`src/rtl/console_text_scheduler.sv`:
```
// Arbitrates one single-port text RAM between the display fetch path, host cell writes and a
// screen-clear engine; display fetches always win their slot.
module console_text_scheduler #(
  parameter int unsigned NUM_COLS      = 80,
  parameter int unsigned NUM_ROWS      = 30,
  parameter int unsigned FRAME_WIDTH   = 800,
  parameter int unsigned SCREEN_WIDTH  = 640,
  parameter int unsigned FRAME_HEIGHT  = 525,
  parameter int unsigned SCREEN_HEIGHT = 480
) (
  input  logic        clk_pixel,
  input  logic        rst_n,
  input  logic [9:0]  cx,
  input  logic [9:0]  cy,
  input  logic        wr_valid,
  output logic        wr_ready,
  input  logic [6:0]  wr_col,
  input  logic [4:0]  wr_row,
  input  logic [7:0]  wr_char,
  input  logic [7:0]  wr_attr,
  input  logic        clear_req,
  input  logic [7:0]  clear_char,
  input  logic [7:0]  clear_attr,
  output logic        clear_busy,
  output logic        clear_done,
  output logic [11:0] ram_addr,
  output logic        ram_we,
  output logic [15:0] ram_wdata,
  input  logic [15:0] ram_rdata,
  output logic [7:0]  character,
  output logic [7:0]  attribute
);

  localparam logic [9:0]  EolSlot     = 10'(FRAME_WIDTH - 2);
  localparam logic [9:0]  GroupLimit  = 10'(SCREEN_WIDTH - 8);
  localparam logic [9:0]  LastLine    = 10'(FRAME_HEIGHT - 1);
  localparam logic [9:0]  ActiveLines = 10'(SCREEN_HEIGHT);
  localparam logic [11:0] LastCell    = 12'(NUM_COLS * NUM_ROWS - 1);

  typedef enum logic [0:0] {StIdle, StClear} state_e;

  state_e      r_state;
  logic [11:0] r_ptr;
  logic        r_clear_busy;
  logic        r_clear_done;
  logic        r_rd_pending;
  logic [7:0]  r_char;
  logic [7:0]  r_attr;

  logic        w_eol;
  logic        w_fetch_slot;
  logic        w_fetch_rd;
  logic [9:0]  w_fetch_line;
  logic [5:0]  w_fetch_row;
  logic [6:0]  w_fetch_col;
  logic [11:0] w_fetch_addr;
  logic [11:0] w_wr_addr;
  logic        w_wr_in_range;
  logic        w_wr_fire;

  // The end-of-line slot prefetches column 0 of the next line, wrapping at frame end.
  assign w_eol        = (cx == EolSlot);
  assign w_fetch_slot = w_eol || ((cx < GroupLimit) && (cx[2:0] == 3'd6));
  assign w_fetch_line = !w_eol ? cy : ((cy == LastLine) ? 10'd0 : cy + 10'd1);
  assign w_fetch_row  = 6'(w_fetch_line >> 4);
  assign w_fetch_col  = w_eol ? 7'd0 : cx[9:3] + 7'd1;
  assign w_fetch_rd   = w_fetch_slot && (w_fetch_line < ActiveLines);
  assign w_fetch_addr = 12'(w_fetch_row) * 12'(NUM_COLS) + 12'(w_fetch_col);

  assign w_wr_addr     = 12'(wr_row) * 12'(NUM_COLS) + 12'(wr_col);
  assign w_wr_in_range = (32'(wr_col) < NUM_COLS) && (32'(wr_row) < NUM_ROWS);
  assign wr_ready      = (r_state == StIdle) && !w_fetch_slot && !clear_req;
  assign w_wr_fire     = wr_valid && wr_ready && w_wr_in_range;

  // Out-of-range writes still handshake but never reach the RAM.
  always_comb begin
    ram_addr  = '0;
    ram_we    = 1'b0;
    ram_wdata = '0;
    if (rst_n) begin
      if (w_fetch_rd) begin
        ram_addr = w_fetch_addr;
      end else if (!w_fetch_slot && (r_state == StClear)) begin
        ram_addr  = r_ptr;
        ram_we    = 1'b1;
        ram_wdata = {clear_attr, clear_char};
      end else if (w_wr_fire) begin
        ram_addr  = w_wr_addr;
        ram_we    = 1'b1;
        ram_wdata = {wr_attr, wr_char};
      end
    end
  end

  always_ff @(posedge clk_pixel or negedge rst_n) begin
    if (!rst_n) begin
      r_state      <= StIdle;
      r_ptr        <= '0;
      r_clear_busy <= 1'b0;
      r_clear_done <= 1'b0;
      r_rd_pending <= 1'b0;
      r_char       <= '0;
      r_attr       <= '0;
    end else begin
      r_clear_done <= 1'b0;
      r_rd_pending <= w_fetch_rd;
      if (r_rd_pending) begin
        {r_attr, r_char} <= ram_rdata;
      end
      case (r_state)
        StIdle: begin
          if (clear_req) begin
            r_state      <= StClear;
            r_ptr        <= '0;
            r_clear_busy <= 1'b1;
          end
        end
        StClear: begin
          // Fetch slots stall the pointer; clear_req is ignored here.
          if (!w_fetch_slot) begin
            if (r_ptr == LastCell) begin
              r_state      <= StIdle;
              r_ptr        <= '0;
              r_clear_busy <= 1'b0;
              r_clear_done <= 1'b1;
            end else begin
              r_ptr <= r_ptr + 12'd1;
            end
          end
        end
        default: r_state <= StIdle;
      endcase
    end
  end

  assign clear_busy = r_clear_busy;
  assign clear_done = r_clear_done;
  assign character  = r_char;
  assign attribute  = r_attr;

endmodule

```
`config.mk`:
```
export PLATFORM = sky130hd
export DESIGN_NAME = console_text_scheduler
export DESIGN_NICKNAME = d
export VERILOG_FILES = /design/src/rtl/console_text_scheduler.sv
export SDC_FILE = /design/constraint.sdc
export NUM_CORES = 1
export LEC_CHECK = 0
export ABC_CLOCK_PERIOD_IN_PS = 3330
export BUFFER_PORTS_ARGS = -buffer_cell sky130_fd_sc_hd__buf_2
export CAP_MARGIN = 10
export CORE_ASPECT_RATIO = 1.2
export CORE_MARGIN = 2
export CORE_UTILIZATION = 40
export CTS_CLUSTER_SIZE = 14
export DETAILED_ROUTE_END_ITERATION = 12
export GPL_ROUTABILITY_DRIVEN = 0
export PLACE_DENSITY = 0.79
export SLEW_MARGIN = 20
export SYNTH_ARGS = -nofsm -noshare
export SYNTH_HDL_FRONTEND = slang
export SYNTH_SLANG_ARGS = --single-unit
```
`constraint.sdc`:
```
create_clock -name clk_pixel -period 3.33 [get_ports clk_pixel]
set_clock_uncertainty 0.15 [all_clocks]
set_input_delay 0.1665 -clock clk_pixel [delete_from_list [all_inputs] [get_ports clk_pixel]]
set_output_delay 0.1665 -clock clk_pixel [all_outputs]
set_load 0.01 [all_outputs]
```
After elaboration in Yosys (flattened, before gate mapping)

Cells that the tools add are included.

Flip-flop bits (word level): 32
Latch bits: 0
RAM bits: 0
Memory bits (read-only): 0
Input port bits: 84
Output and inout port bits: 48
Memories: 0

Add/subtract/negate cells: 5
Multipliers: 2
Div/mod/pow operators: 0
$lt $le $gt $ge: 4
Eq/ne operators: 7
Shifts and indexed selects: 0
Muxes and demuxes: 30
Bitwise operators: 1
Reduce and logical (&&, ||, !) cells: 13

Operators by type and width:

| cell                                                                  | number |
|---|---|
| 12-bit 2-to-1 mux                                                     | 7 |
| 16-bit 2-to-1 mux                                                     | 4 |
| 12-bit by 7-bit adder with 12-bit output                              | 2 |
| 12-bit case mux with 2 select lines                                   | 1 |
| 10-bit equality test, second input constant                           | 2 |
| 10-bit 2-to-1 mux                                                     | 2 |
| 1-bit 2-to-1 mux                                                      | 13 |
| 12-bit by 1-bit adder with 12-bit output, second input constant       | 1 |
| 12-bit equality test, second input constant                           | 1 |
| 10-bit by 1-bit adder with 10-bit output, second input constant       | 1 |
| 10-bit < comparator, second input constant                            | 1 |
| 10-bit by 9-bit < comparator with 1-bit output, second input constant | 1 |
| 1-bit logical AND                                                     | 8 |
| 5-bit by 3-bit multiplier with 8-bit output, second input constant    | 1 |
| 6-bit by 3-bit multiplier with 8-bit output, second input constant    | 1 |
| 7-bit by 1-bit adder with 7-bit output, second input constant         | 1 |
| 7-bit < comparator, second input constant                             | 1 |
| 7-bit 2-to-1 mux                                                      | 1 |
| 5-bit < comparator, second input constant                             | 1 |
| 2-bit inequality test, second input constant                          | 2 |
| 1-bit case mux with 2 select lines                                    | 2 |
| 3-bit equality test, second input constant                            | 1 |
| 3-bit AND reduction                                                   | 1 |
| 1-bit logical NOT                                                     | 2 |
| other kinds (4)                                                       | 4 |

Depth between registers and ports, before layout

Gate-level depths: netlist (run 1).

Depth in word-level cells: 12
Depth in mapped cells: 14
Mapped depth without buffers: 14

Least setup slack after synthesis (run 1)

No wires, ideal clock.

Path type: input to output
Start: input port cx[5]
End: output port ram_addr[11]
Data arrival time: 2.917 ns
Data required time: 3.013 ns
Path slack: 0.096 ns
Cell stages on the path: 13
Path buffers: 1
Path through: and4b_4 -> and4_1 -> buf_2 -> and3_1 -> xor2_1 -> ha_1 -> ha_1 -> inv_1 -> fa_1 -> nor3b_1 -> nand3_1 -> xnor2_1 -> o22ai_1

Word-level cells in the longest chain between the ends: 12
Elaborated cells between the ends (all ways): 21
Classes of those cells: add/sub (2); mul (1); order compare (2); eq/ne (1); mux (6); reduce/logical (9)

RTL lines:

| item                                                                              | line | text |
|---|---|---|
| start, declared                                                                   | 13   | `input logic [9:0] cx,` |
| branches (longest 10 deep; another with 12-bit by 7-bit adder with 12-bit output) | -    |  |
| 12-bit 2-to-1 mux *                                                               | 81   | `if (w_fetch_rd) begin` |
| 12-bit 2-to-1 mux *                                                               | 80   | `if (rst_n) begin` |
| end, declared                                                                     | 26   | `output logic [11:0] ram_addr,` |

Every way passes the cells marked *.

Final worst setup path (run 1)

Start: input port cx[5]
End: output port ram_addr[10]

The elaborated chain is that of the path after synthesis.

==> results of run 1 <==
kinds of logic (layout without fill, tap and decap cells):
kind of cell    Yosys count  after routing  synth area share [%]
flops                    32             32                 27.23
mux                      16             16                 6.128
fa+ha+maj                26             26                 12.09
xor+xnor                 33             33                 9.830
buf+inv                  30            187                 4.680
simple gates            106            106                 20.00
compound gates           77             77                 20.04
per-stage QoR:
step / worst slack [ns] / utilization [%]
3_3_place_gp: 0.01805 / 51.81
3_5_place_dp: -0.05794 / 51.81
4_1_cts: 0.0005462 / 55.81
2_1_floorplan: 0.09640 / -
5_1_grt: -0.07438 / 56.98
6_report: 0.02615 / 56.98
final cells by class:
| cell class | count | share of cell area (%) |
|---|---|---|
| Clock buffer | 6 | 1.772 |
| Clock inverter | 2 | 0.8552 |
| Inverter | 17 | 1.558 |
| Multi-Input combinational cell | 258 | 50.55 |
| Sequential cell | 32 | 19.55 |
| Tap cell | 90 | 2.749 |
| Timing Repair Buffer | 162 | 22.97 |
flip-flops by register name, summed over array words and instances, names as in the netlist:
register,flops
r_ptr,12
attribute,8
character,8
clear_busy,1
clear_done,1
r_rd_pending,1
r_state,1
what timing repair did:
item | in CTS | in global routing
hold endpoints to repair | 34 | 0
endpoints found under the setup margin | 3 | 3
hold buffers | 17 | 0
gates resized for setup | 2 | 15
gates cloned | 0 | 0
pin swaps | 2 | 13
setup buffers | 0 | 2
layout by cell type (no fill, tap or decap), types with 14 or more instances in the layout:
cell,netlist,routed
a22oi_1,23,23
buf_2,2,130
dfrtp_1,32,32
dlygate4sd3_1,0,17
ha_1,22,20
inv_1,16,15
mux2_2,16,16
nand2_1,16,14
nand3_1,15,15
nor2_1,34,34
xnor2_1,17,15
Yosys cell counts (3+ instances only):
| cell type | n |
|---|---|
| a21o_1 | 7 |
| a21oi_1 | 9 |
| a22oi_1 | 23 |
| a22oi_2 | 3 |
| and3_1 | 5 |
| and4_1 | 4 |
| clkbuf_1 | 6 |
| dfrtp_1 | 32 |
| fa_1 | 4 |
| ha_1 | 22 |
| inv_1 | 16 |
| mux2_2 | 16 |
| nand2_1 | 16 |
| nand3_1 | 15 |
| nor2_1 | 34 |
| nor2b_1 | 3 |
| nor3_1 | 4 |
| nor4b_1 | 3 |
| o21ai_0 | 8 |
| o22ai_1 | 13 |
| xnor2_1 | 17 |
| xor2_1 | 16 |
path summary, 6_finish.rpt:
check	to	slack [ns]	depth (start not counted)
worst max register to register	r_ptr[3]	1.04	6
max in group asynchronous	r_ptr[2]	2.22	3
min in group asynchronous	character[2]	0.23	2
worst max-delay path	ram_addr[10]	0.03	14
worst min-delay path	clear_busy	0.16	3
worst min register to register	character[5]	0.35	1
power breakdown:
part / total, mW / switching [mW] / internal [mW]
Sequential: 0.562 / 0.0857 / 0.477
Clock: 0.356 / 0.134 / 0.222
Combinational: 0.623 / 0.299 / 0.324
routing by layer:
metal  wire length, um  GRT usage, %  share of wire, %
met4                49         3.462              0.61
met3               475         3.050               5.9
met1              3263         22.31                40
met5                 0             0                 0
met2              4273         35.24                53
worst max-delay path, stage by stage:
cell     delay, ns
buf_6         0.09
and4b_4       0.35
and4_4        0.23
and3_4        0.21
xor2_2        0.17
ha_1          0.26
ha_2          0.19
inv_2         0.05
fa_1          0.44
buf_4         0.17
nor3_2        0.21
xnor2_1       0.09
o22ai_1       0.16
buf_2         0.18
==> run metrics, run 1 <==
outcome complete, no violations; initial antenna violation count 0; area leader, netlist dfrtp_1; DRT iter0 DRCs about 140; Final Non-Filler Cells between 500 and 600; RSZ-0062 raised after global routing yes; Syn Area/Cell 9.189 um2; minimum clock period 3.304 ns; Slew headroom 49.03%; pin count of the biggest net entering global routing 31; routed len/inst between 10 and 15 um; Placed Area 3725 um2; DRC violations left 0; Design Power 1.541 mW; vias post-DR 3055; CP Launch Type input pin; ys flop type dfrtp_1; # nets final 586; Hold Startpoint clear_req; top-area cell type share of the netlist area 27.23%; Worst Path Max Fanout 3; WS Path Type input pin to output pin; vias in the first global route 2976; Seq/Total Area, Yosys 27.23%; Syn Nets 430; Pleak 2.009 nW; Multi-input gate area roughly 2100 um2; CTS clk-pin slew, worst paths 0.06 ns; Hold Violations, Final 0; Worst Tran Pin Value 0.7599 ns; Post-Route WL 8062 um; gr usage total 18.93%; Max Cap Viol 0; H-tree depth 2; initial core utilization 40.90%; Die X around 80 um; Synth cell types 56; num ports 132; Inst Count DP 540; I/O Buffers 131; fin area 4096 um2; Detail Placement HPWL 6021 um; filler cell count 634; WHS 0.1578 ns; Cell Pwr Density between 300 and 400 nW/um2; Hold WC Path Type input pin to register; Clock Latency Late Sink approximately 0.28 ns; die height 97.92 um; Syn Std Cell Area slightly below 3000 um2; Num CTS Buffers 5; CP required 3.01 ns; Slew Limit Fails 0; post-synthesis sequential element count 32; Clock Tree Root clkbuf_8; CTS sink count 32; layout cells sized above 1 42.14%; launch point of the worst path cx[5]; crit share post-route 99.21%; Mapped Cells 320; Via-to-Cell Ratio 5.388; critical path arrival 2.99 ns; drt first pass iters 5; CTS tree done; Max Root-Sink Buffers 2; Die Area 8055 um2; dominant cells by area after synthesis dfrtp_1, ha_1, mux2_2, a22oi_1, xnor2_1; GR Overflow Total 0; first-pass GRT wire length 12570 um; diode count 0; Final TNS setup 0 ns; Sequential cell area 800.8 um2; Synth Warn # 0; ys async rst share 100.0%; FP Rows 34; number of synthesized flops with an enable pin 0; FMAX a little over 300 MHz; core box area 7189 um2; Finish-stage setup viols 0; crit path capture type output pin; synth-to-layout area growth 39.32%; worst r2r src r_ptr[0]; Peak VDD IR 0.2988 mV; antenna-violating nets left 0
Power figures use the tool's default switching activity.
==> inputs of run 2 (changes only) <==
==> constraint.sdc (replaced) <==
create_clock -name clk_pixel -period 3.33 [get_ports clk_pixel]
set_clock_uncertainty 0.15 [all_clocks]
set_input_delay 0.1665 -clock clk_pixel [delete_from_list [all_inputs] [get_ports clk_pixel]]
set_output_delay 0.1665 -clock clk_pixel [all_outputs]
set_load 0.1 [all_outputs]
==> run 2 against run 1 <==
The flow now finishes with violations (negative setup slack). First-iteration DRC count up 53%. Via count is 2.1% higher. Sequential share of layout area fell by 1.5 points. Clock-buffer cell count did not move. Clock power increased by 1%. Critical path depth grew 2. Non-clock buffer count is 6 higher. Total power rose by 43%. Worst hold slack better by 0.017 ns. Worst setup slack got worse by 0.031 ns. Utilization up 4.6 points. Critical path type unchanged.
==> run metrics, run 2 (synthesis results as in run 1) <==
WS Path Type input pin to output pin; crit path capture type output pin; Inst Count DP 545 (+0.93%); CTS sink count 32 (unchanged); Pleak 2.116 nW (+5.3%); routed len/inst 15.02 um (+5.6%); Worst Tran Pin Value 0.7787 ns (+0.01879 ns); CP Launch Type input pin; Cell Pwr Density 499.1 nW/um2 (+33%); # nets final 592 (+1.0%); Post-Route WL 8606 um (+6.7%); Slowest cell on crit path fa_2; fin util 61.56% (+4.6 points); FP Rows 34 (unchanged); Hold Violations, Final 0 (unchanged); worst r2r src r_state; Clock Latency Late Sink 0.29 ns (about the same); DRC violations left 0 (unchanged); CP most frequent cell xnor2_2; violated checks negative setup slack; Max Cap Viol 0 (unchanged); Largest Register r_ptr; Num CTS Buffers 5 (unchanged); Die X 82.27 um (unchanged); drt first pass iters 4 (-1); synth-to-layout area growth 50.51%; crit share post-route 100.1% (+0.93 points); most common cell after layout, fill and taps aside buf_2; Hold WC Path Type input pin to register; Clock Tree Root clkbuf_8; vias in the first global route 3090 (+3.8%); worst setup margin -0.004730 ns (-0.03088 ns); CP delay by family, top adder cells; H-tree depth 2 (unchanged); Detail Placement HPWL 6310 um (+4.8%); launch point of the worst path cx[5]; CP required 3.01 ns (about the same); layout cells sized above 1 45.76% (+3.6 points); critical path arrival 3.02 ns (+0.03 ns); Final Non-Filler Cells 573 (+1.1%); Peak VDD IR 0.4072 mV (+36%); Multi-input gate area 2238 um2 (+8.1%); Max Root-Sink Buffers 2 (unchanged); core box area 7189 um2 (unchanged); initial core utilization 40.90% (unchanged); pin count of the biggest net entering global routing 31 (unchanged); Largest register FFs 12 (unchanged); cell chain of the critical path buf_6 -> and4b_4 -> and4_1 -> buf_4 -> nand2_1 -> xnor2_2 -> ha_1 -> ha_4 -> inv_2 -> fa_2 -> xor2_2 -> inv_1 -> nand3_2 -> xnor2_2 -> o22ai_4 -> buf_12; Slew headroom 48.09% (-0.94 points); initial antenna violation count 0 (unchanged); Die Area 8055 um2 (unchanged); I/O Buffers 131 (unchanged); minimum clock period 3.335 ns (+0.03088 ns); DRT iter0 DRCs 213 (+53%); die height 97.92 um (unchanged); filler cell count 576 (-9.1%); Worst Path Max Fanout 5 (+2); Hold Startpoint clear_req; GR Overflow Total 0 (unchanged); RSZ-0062 raised after global routing yes; num ports 132 (unchanged); diode count 0 (unchanged); Design Power 2.209 mW (+43%); vias post-DR 3120 (+2.1%); gr usage total 20.62% (+1.7 points); Sequential cell area 800.8 um2 (unchanged); CTS clk-pin slew, worst paths 0.06 ns (about the same); FMAX 299.9 MHz (-0.93%); Buf+Inv Stages, Crit Path 5 (+1); Via-to-Cell Ratio 5.445 (+1.1%); first-pass GRT wire length 13500 um (+7.4%); antenna-violating nets left 0 (unchanged); Finish-stage setup viols 1 (+1); most frequent cells in the layout buf_2, nor2_1, dfrtp_1, a22oi_1; largest stage delay on the critical path 0.38 ns (-0.06 ns); CTS tree done; outcome finished, violations left; Slew Limit Fails 0 (unchanged)
==> run 2: cell types whose count changed in the layout (fill, tap and decap cells not counted), sizes merged <==
cell / change
buf: +6
==> run 2: worst min-delay path, stage by stage <==
cell	delay (ns)
buf_2	0.17
nand2b_1	0.13
o21ai_0	0.09
==> run 2: stage by stage <==
stage               cell area [um2]  hold slack, ns  setup WS, ns    TNS, ns
finish                         4425          0.1753     -0.004730  -0.004730
global route                   4425          0.1830       -0.1515    -0.3609
CTS                            4308          0.1664       0.01664          0
detailed placement             3974        -0.04445      -0.06926   -0.09654
global placement               3974        -0.03897       0.02120          0
floorplan                      3038         -0.2791       -0.1688    -0.1824
==> run 2: worst paths after layout <==
path	cells after the start	end	slack, ns
min	3	clear_busy	0.18
max reg2reg	4	r_ptr[9]	1.00
max in group asynchronous	3	character[4]	2.23
min reg2reg	1	character[4]	0.35
min in group asynchronous	2	r_ptr[3]	0.22
max	16	ram_addr[11]	-0.005
==> run 2: routing by layer <==
layer / global-route usage, % / vias to the layer above / wire length (um)
met3: 3.604 / 17 / 449
met2: 36.79 / 104 / 4668
met5: 0 / - / 0
li1: - / 1500 / -
met4: 6.538 / 0 / 151
met1: 24.37 / 1499 / 3337
==> run 2: layout make-up <==
class                           instances  area share (%)
Multi-Input combinational cell        258           50.58
Timing Repair Buffer                  168           24.91
Sequential cell                        32           18.09
Clock inverter                          2          0.7916
Tap cell                               90           2.545
Clock buffer                            6           1.640
Inverter                               17           1.442
==> run 2: repair_timing <==
item	CTS	global route
setup endpoints to repair	3	4
setup buffers	0	3
hold buffers	17	0
gates cloned	0	0
gates resized for setup	8	16
hold endpoints to repair	28	0
pin swaps	3	15
==> run 2: where the power goes <==
part	internal, mW	switching (mW)	total [mW]	leakage (nW)
combinational	0.375	0.915	1.29	1.67
sequential	0.477	0.0820	0.559	0.395
clock	0.222	0.139	0.360	0.0552
==> inputs of run 3 (changes only) <==
--- a/config.mk
+++ b/config.mk
@@ -9,12 +9,14 @@
 export BUFFER_PORTS_ARGS = -buffer_cell sky130_fd_sc_hd__buf_2
 export CAP_MARGIN = 10
 export CORE_ASPECT_RATIO = 1.2
-export CORE_MARGIN = 2
+export CORE_MARGIN = 1.5
 export CORE_UTILIZATION = 40
 export CTS_CLUSTER_SIZE = 14
 export DETAILED_ROUTE_END_ITERATION = 12
 export GPL_ROUTABILITY_DRIVEN = 0
+export HOLD_SLACK_MARGIN = 0.1
 export PLACE_DENSITY = 0.79
+export RECOVER_POWER = 50
 export SLEW_MARGIN = 20
 export SYNTH_ARGS = -nofsm -noshare
 export SYNTH_HDL_FRONTEND = slang
==> run 3 against run 2 <==
The flow still finishes with violations (negative setup slack). First-iteration DRC count down 23%. Final cell count grew 1.2%. Via count up 1.5%. Flip-flop and latch count did not move. Register-to-register slack better by 0.10 ns. Utilization grew 0.19 points. Non-clock buffer count is 7 higher. Combinational power is essentially flat. Critical path depth is 2 lower. Wire length fell by 2.8%. Total power rose by 0.82%. Clock power is 11% higher. Highest routed layer unchanged.
==> run metrics, run 3 (synthesis results as in run 1) <==
outcome finished, violations left; violated checks negative setup slack; WS Path Type input pin to output pin; CTS sink count 32 (unchanged); Slowest cell on crit path fa_2; Die X 81.27 um (-1.2%); Place WS -0.08039 ns (-0.01113 ns); worst r2r src r_ptr[0]; launch point of the worst path cx[5]; Die Area 7876 um2 (-2.2%); fin util 61.75% (+0.19 points); FMAX 299.5 MHz (-0.11%); Finish-stage setup viols 1 (unchanged); vias post-DR 3167 (+1.5%); Max Cap Viol 0 (unchanged); Via-to-Cell Ratio 5.460 (+0.28%); Worst Path Max Fanout 2 (-3); diode count 0 (unchanged); r2r worst-path depth 6 (+2); Final Non-Filler Cells 580 (+1.2%); Post-Route WL 8362 um (-2.8%); FP Rows 34 (unchanged); Detail Placement HPWL 6219 um (-1.5%); initial antenna violation count 0 (unchanged); cell chain of the critical path buf_6 -> and4b_4 -> and4_4 -> and3_4 -> xor2_2 -> ha_1 -> ha_2 -> inv_2 -> fa_2 -> nor3b_4 -> nand3_2 -> xnor2_2 -> o22ai_4 -> buf_12; most common cell after layout, fill and taps aside buf_2; I/O Buffers 131 (unchanged); CP Launch Type input pin; Hold WC Path Type input pin to register; routed len/inst 14.42 um (-4.0%); RSZ-0062 raised after global routing yes; vias in the first global route 3094 (+0.13%); crit path capture type output pin; endpoint of the worst register-to-register path r_ptr[3]; initial core utilization 40.90% (unchanged); die height 96.92 um (-1.0%); most frequent cells in the layout buf_2, nor2_1, dfrtp_1, buf_4, a22oi_1; drt first pass iters 5 (+1); Largest Register r_ptr; Buf+Inv Stages, Crit Path 3 (-2); Peak VDD IR 0.4629 mV (+14%); Sequential cell area 800.8 um2 (unchanged); filler cell count 589 (+2.3%); CTS tree done; Slew headroom 21.46% (-27 points); Clock Latency Late Sink 0.28 ns (about the same); Largest register FFs 12 (unchanged); Max Root-Sink Buffers 2 (unchanged); Inst Count DP 551 (+1.1%); DRC violations left 0 (unchanged); Cell Pwr Density 501.6 nW/um2 (+0.51%); DRT iter0 DRCs 163 (-23%); GR Overflow Total 0 (unchanged); Num CTS Buffers 5 (unchanged); minimum clock period 3.338 ns (+0.003764 ns); core box area 7189 um2 (unchanged); worst setup margin -0.008494 ns (-0.003764 ns); CP delay by family, top simple AND/OR/NAND/NOR gates; antenna-violating nets left 0 (unchanged); H-tree depth 2 (unchanged); num ports 132 (unchanged); critical path arrival 3.02 ns (about the same); layout cells sized above 1 43.27% (-2.5 points); gr usage total 20.69% (+0.068 points); Multi-input gate area 2205 um2 (-1.5%); Reg2Reg Setup Slack 1.10 ns (+0.10 ns); stages on the worst setup path 14 (-2); CTS clk-pin slew, worst paths 0.07 ns (about the same); Worst Tran Pin Value 1.183 ns (+0.4045 ns); CP required 3.01 ns (about the same); pin count of the biggest net entering global routing 37 (+19%); synth-to-layout area growth 50.98%; Clock Tree Root clkbuf_8; WHS 0.1553 ns (-0.02001 ns); Slew Limit Fails 0 (unchanged); Pleak 2.097 nW (-0.90%); crit share post-route 100.3% (+0.11 points); first-pass GRT wire length 13220 um (-2.0%); # nets final 599 (+1.2%); Final TNS setup -0.008494 ns (-0.003764 ns); Hold Violations, Final 0 (unchanged); critical path endpoint ram_addr[11]; largest stage delay on the critical path 0.45 ns (+0.07 ns)
-- run 3: through the flow --
stage          power (mW)  instance area, um2
6_report            2.227                4439
5_1_grt             2.344                4439
2_1_floorplan       1.508                3038
4_1_cts             2.220                4357
3_3_place_gp        1.762                4019
3_5_place_dp        1.790                4019
-- run 3: worst reg2reg max path, delay by kind of cell (launching register included) --
kind | cells | cell delay, ns
AND/OR/NAND/NOR | 4 | 1.18
flip-flops | 1 | 0.43
adder cells (fa/ha/maj) | 1 | 0.25
AO/OA/AOI/OAI | 1 | 0.14
-- run 3: cell type report --
class	instances	area share, %
Clock buffer	7	2.170
Inverter	17	1.437
Multi-Input combinational cell	258	49.66
Timing Repair Buffer	175	25.48
Clock inverter	1	0.6764
Sequential cell	32	18.04
Tap cell	90	2.537
-- run 3: where the power goes --
group | switching, mW | internal [mW] | total, mW
clock | 0.136 | 0.264 | 0.399
sequential | 0.0822 | 0.477 | 0.559
combinational | 0.909 | 0.360 | 1.27
-- run 3: timing repair --
| item | 4_1_cts | 5_1_grt |
|---|---|---|
| gates resized for setup | 6 | 18 |
| setup buffers | 0 | 4 |
| hold endpoints to repair | 48 | 0 |
| hold buffers | 17 | 0 |
| pin swaps | 6 | 18 |
| endpoints found under the setup margin | 3 | 4 |
-- run 3: how the worst min path moves through the flow --
stage	start	endpoint	slack, ns	depth (start not counted)
after floorplan	rst_n	attribute[0]	-0.28	0
after global placement	rst_n	attribute[6]	0.1	2
after detailed placement	rst_n	attribute[2]	0.10	2
after CTS	clear_req	clear_busy	0.15	3
after global routing	clear_req	clear_busy	0.20	3
final	clear_req	clear_busy	0.16	3
-- run 3: metal layers --
metal  wire, um  up-vias  GRT usage (%)
met5          0        -              0
met1       3228     1511          23.98
met2       4499      127          37.83
met4        148        0          5.570
met3        486       14          3.491
li1           -     1515              -
